## src/rtl/alu_8bit.sv

```systemverilog
// ---------------------------------------------------------------------------
// alu_8bit
// Registered 8-bit ALU: add, subtract, bitwise and logical shift operations
// selected by a 3-bit opcode. Operands are captured on an edge with in_valid
// high, and the result plus carry/zero/negative/overflow flags are presented
// from registers one cycle later. There is no combinational input-to-output
// path.
// ---------------------------------------------------------------------------
module alu_8bit (
    input  logic       clk,
    input  logic       rst_n,
    input  logic       in_valid,
    input  logic [7:0] a,
    input  logic [7:0] b,
    input  logic [2:0] ctrl,
    output logic [7:0] result,
    output logic       carry,
    output logic       zero,
    output logic       negative,
    output logic       overflow,
    output logic       out_valid
);

    // Opcode encoding
    localparam logic [2:0] OP_ADD = 3'b000;
    localparam logic [2:0] OP_SUB = 3'b001;
    localparam logic [2:0] OP_AND = 3'b010;
    localparam logic [2:0] OP_OR  = 3'b011;
    localparam logic [2:0] OP_XOR = 3'b100;
    localparam logic [2:0] OP_NOT = 3'b101;
    localparam logic [2:0] OP_SHL = 3'b110;
    localparam logic [2:0] OP_SHR = 3'b111;

    // Raw operation outcome before the zero/negative flags are derived
    typedef struct packed {
        logic [7:0] res;
        logic       c;
        logic       v;
    } op_out_t;

    // Addition: carry is bit 8 of the 9-bit sum; signed overflow when both
    // operands share a sign and the result sign differs.
    function automatic op_out_t f_add(input logic [7:0] x, input logic [7:0] y);
        op_out_t    o;
        logic [8:0] sum;
        sum   = {1'b0, x} + {1'b0, y};
        o.res = sum[7:0];
        o.c   = sum[8];
        o.v   = (x[7] == y[7]) && (sum[7] != x[7]);
        return o;
    endfunction

    // Subtraction: carry reports a borrow (x < y unsigned); signed overflow
    // when operand signs differ and the result sign differs from x.
    function automatic op_out_t f_sub(input logic [7:0] x, input logic [7:0] y);
        op_out_t    o;
        logic [8:0] diff;
        diff  = {1'b0, x} - {1'b0, y};
        o.res = diff[7:0];
        o.c   = diff[8];
        o.v   = (x[7] != y[7]) && (diff[7] != x[7]);
        return o;
    endfunction

    // Logical left shift: the ninth bit of the widened shift is the last bit
    // shifted out, which is naturally 0 for a zero shift amount.
    function automatic op_out_t f_shl(input logic [7:0] x, input logic [2:0] n);
        op_out_t    o;
        logic [8:0] wide;
        wide  = {1'b0, x} << n;
        o.res = wide[7:0];
        o.c   = wide[8];
        o.v   = 1'b0;
        return o;
    endfunction

    // Logical right shift: an extra guard bit below the LSB catches the last
    // bit shifted out, again 0 for a zero shift amount.
    function automatic op_out_t f_shr(input logic [7:0] x, input logic [2:0] n);
        op_out_t    o;
        logic [8:0] wide;
        wide  = {x, 1'b0} >> n;
        o.res = wide[8:1];
        o.c   = wide[0];
        o.v   = 1'b0;
        return o;
    endfunction

    // Bitwise results carry no carry or overflow information
    function automatic op_out_t f_logic(input logic [7:0] r);
        op_out_t o;
        o.res = r;
        o.c   = 1'b0;
        o.v   = 1'b0;
        return o;
    endfunction

    op_out_t    op_s;

    logic [7:0] result_q,   result_d;
    logic       carry_q,    carry_d;
    logic       zero_q,     zero_d;
    logic       negative_q, negative_d;
    logic       overflow_q, overflow_d;
    logic       valid_q,    valid_d;

    // Select the operation outcome for the presented opcode
    always_comb begin
        op_s = f_logic(8'h00);
        case (ctrl)
            OP_ADD:  op_s = f_add(a, b);
            OP_SUB:  op_s = f_sub(a, b);
            OP_AND:  op_s = f_logic(a & b);
            OP_OR:   op_s = f_logic(a | b);
            OP_XOR:  op_s = f_logic(a ^ b);
            OP_NOT:  op_s = f_logic(~a);
            OP_SHL:  op_s = f_shl(a, b[2:0]);
            OP_SHR:  op_s = f_shr(a, b[2:0]);
            default: op_s = f_logic(8'h00);
        endcase
    end

    // Next-state: load a new result on a request, otherwise hold and drop valid
    always_comb begin
        result_d   = result_q;
        carry_d    = carry_q;
        zero_d     = zero_q;
        negative_d = negative_q;
        overflow_d = overflow_q;
        valid_d    = 1'b0;
        if (in_valid) begin
            result_d   = op_s.res;
            carry_d    = op_s.c;
            zero_d     = (op_s.res == 8'h00);
            negative_d = op_s.res[7];
            overflow_d = op_s.v;
            valid_d    = 1'b1;
        end else begin
            valid_d    = 1'b0;
        end
    end

    // Output registers with synchronous active-low reset taking priority
    always_ff @(posedge clk) begin
        if (!rst_n) begin
            result_q   <= 8'h00;
            carry_q    <= 1'b0;
            zero_q     <= 1'b0;
            negative_q <= 1'b0;
            overflow_q <= 1'b0;
            valid_q    <= 1'b0;
        end else begin
            result_q   <= result_d;
            carry_q    <= carry_d;
            zero_q     <= zero_d;
            negative_q <= negative_d;
            overflow_q <= overflow_d;
            valid_q    <= valid_d;
        end
    end

    assign result    = result_q;
    assign carry     = carry_q;
    assign zero      = zero_q;
    assign negative  = negative_q;
    assign overflow  = overflow_q;
    assign out_valid = valid_q;

endmodule

```

## config.mk

```make
export PLATFORM = sky130hd
export DESIGN_NAME = alu_8bit
export DESIGN_NICKNAME = d
export VERILOG_FILES = /design/src/rtl/alu_8bit.sv
export SDC_FILE = /design/constraint.sdc
export NUM_CORES = 1
export LEC_CHECK = 0
export ABC_AREA = 1
export CAP_MARGIN = 20
export CORE_MARGIN = 2
export CORE_UTILIZATION = 49
export CTS_CLUSTER_DIAMETER = 60
export DETAILED_ROUTE_END_ITERATION = 6
export DONT_BUFFER_PORTS = 1
export PLACE_DENSITY = 0.7
export SYNTH_ARGS = -nofsm -noshare
export SYNTH_HDL_FRONTEND = slang
export SYNTH_SLANG_ARGS = --single-unit
```

## constraint.sdc

```tcl
create_clock -name clk -period 2.1 [get_ports clk]
set_input_delay 0.21 -clock clk [delete_from_list [all_inputs] [get_ports clk]]
set_output_delay 0.21 -clock clk [all_outputs]
set_load 0.03 [all_outputs]
```

==> results.yml <==
drt:
  wl_per_cell_microns: 14.9
  vias: 2644
  remaining_drc_errors: 0
  drt-total-wl_mm: 7.26
  avgViaCountPerCell: 5.44
  postRouteAntennaNets: 0
  first_iter_violations: 243
  firstDrtPassIters: 5
cells_and_area:
  diodes: 0
  nNetsFinal: 469
  final_cell_mix: "nand2_1 (112), nor2_1 (67), nand3_1 (64)"
  fin_cells: 486
  final_core_util_pct: 52.0
  fin_area_sq_mm: 0.00247
  area.growth.synth_to_final_pct: 1.49
  layout_commonest_cell: "nand2_1"
  drive_gt1_share_pct: 8.35
grt:
  grt_pass1_vias: 2368
  overflow: 0
  antenna_found_initial: 0
  grt_pass1_wl_mm: 11.4
  grt_use_total_pct: 26.6
  grt_start_max_net_pins: 21
clock_network:
  cts_sinks: 12
  path_clk_slew_ns: 0.05
  cts_buffers: 3
  htreeDepth: 1
  clk_latency_ns: 0.24
  cts.hold.buffers_added: 0
  cts_tree: "done"
  cts_setup_buffers: 0
  ctsLongestPathBuffers: 2
  cts_resized: 0
  cts_root_buffer: "clkbuf_8"
yosys:
  syn_area_per_cell_sq_um: 5.68
  synth_cell_type_count: 34
  ys_ff_latch: 12
  netlist_instances: 429
  synth_nets: 478
  yosys_warnings: 0
  seq_area_frac_synth_pct: 9.86
  netlist_area_sq_mm: 0.00244
worst_setup_path:
  rr_worst_depth: 2
  worstPathArrival_ns: 1.92
  critical_path_required_ns: 2.28
  crit_fanout: 9
  end_kind: "flop"
  cp-start-kind: "primary input"
  path_class: "in -> reg"
  timing.reg2reg.setup_slack_ns: 1.12
pwr:
  ir_drop_mv: 0.330
  powerDensity_mw_per_mm2: 394
  p_leak_uw: 0.00132
run:
  maxCapViolations: 0
hold_path:
  hold_path_depth: 1
  hold_path_class: "in -> reg"
sta:
  rsz0062_at_grt: "false"
  final-setup-viol-count: 0
  timing.hold.ws_ns: 0.0605
  fmax_mhz: 576
  skew_ns: 0
  post-route-period-util_pct: 82.7
  period_needed_ns: 1.74
  slew_headroom_pct: 59.3
  slew_violations: 0
  hold_viol_final: 0
  tightestPinTransition_ns: 0.609
  setup_tns_ns: 0
run_status:
  outcome: "finished, final reports clean"
placed_design:
  place_congestion: 1.01
  dp.cells: 482
  io_buffers: 0
  dp_hpwl_mm: 5.78
  dpl-instance-area_sq_mm: 0.00242
die:
  start_util_pct: 51.2
  die_area_sq_mm: 0.00555
  die_y_microns: 74.5
  coreArea_sq_mm: 0.00475
  io_pins: 35
  rows: 25
  die_w_microns: 74.5
## path summary, 6_finish.rpt
check                                  to      start
worst max-delay path                 zero       b[4]
worst min-delay path            result[5]   in_valid
worst max register to register  result[7]  result[7]
worst min register to register  result[0]  result[0]
## synthesized netlist by cell type
library cell	number	area (sq um)
nand3_4	2	35.0
o211ai_1	5	37.5
nor2_4	2	22.5
buf_4	4	30.0
o21ai_1	2	10.0
o22ai_1	1	6.26
inv_4	2	12.5
inv_1	48	180
a21oi_1	14	70.1
nor3_1	3	15.0
o221ai_1	1	8.76
buf_6	5	56.3
dfxtp_1	12	240
xnor2_1	2	17.5
clkbuf_1	3	11.3
inv_6	1	8.76
nand2_1	112	420
nor2_2	8	50.1
or2_2	1	6.26
inv_2	5	18.8
and2_1	3	18.8
fa_1	2	40.0
xor2_1	2	17.5
nand3_2	4	40.0
nand4_1	9	56.3
a31oi_1	2	12.5
clkinv_1	1	3.75
nand3_1	64	320
buf_2	4	20.0
nor2_1	67	251
ha_1	25	313
a21oi_2	2	17.5
nand2_4	2	22.5
o21ai_0	9	45.0
## power breakdown
part | switching (uW) | total (uW) | internal [uW]
Sequential | 47.4 | 292 | 245
Combinational | 282 | 431 | 149
Clock | 85.3 | 251 | 166
Total | 415 | 975 | 560
## state kept, by name, indices dropped and copies added, names as in the netlist
signal / cells
out_valid: 1
carry: 1
result: 8
zero: 1
overflow: 1
## layout make-up
type	count	area [sq um]
fill	520	2280
multi-input combinational	344	1850
sequential	12	240
inverter	57	224
tap	67	83.8
clock buffer	4	55.1
timing repair buffer	2	15.0
## metrics by stage
| stage | total power, uW | setup WS, ns |
|---|---|---|
| 2_1_floorplan | 664 | 0.348 |
| 3_3_place_gp | 721 | 0.193 |
| 3_5_place_dp | 720 | 0.158 |
| 4_1_cts | 971 | 0.397 |
| 5_1_grt | 1040 | 0.121 |
| 6_report | 975 | 0.364 |
## cells by family after synthesis
logic type	Yosys count	share of synthesized area (%)
AND/OR/NAND/NOR	277	51.7
buffers and inverters	73	14.0
AO/OA/AOI/OAI	36	8.53
adder cells (fa/ha/maj)	27	14.5
flip-flops	12	9.86
XOR/XNOR	4	1.44
## metal layers
| metal | routed length [microns] | vias to the layer above | track usage (%) |
|---|---|---|---|
| li1 | - | 1348 | - |
| met1 | 3170 | 1160 | 36.6 |
| met2 | 3320 | 120 | 43.1 |
| met3 | 589 | 16 | 2.98 |
| met4 | 174 | 0 | 9.33 |
| met5 | 0 | - | 0 |
## worst max-delay path, cell delays in order
cell and delay, ns:
inv_1 0.03, ha_1 0.50, inv_1 0.11, nand2_1 0.09
nand2_1 0.07, a21oi_1 0.22, nand2_1 0.12, nand2_1 0.07
nand4_1 0.10, nor2_2 0.11, nand3_1 0.07, nor2_1 0.10
nor2_1 0.04, nor2_1 0.07
Power figures use the tool's default switching activity.
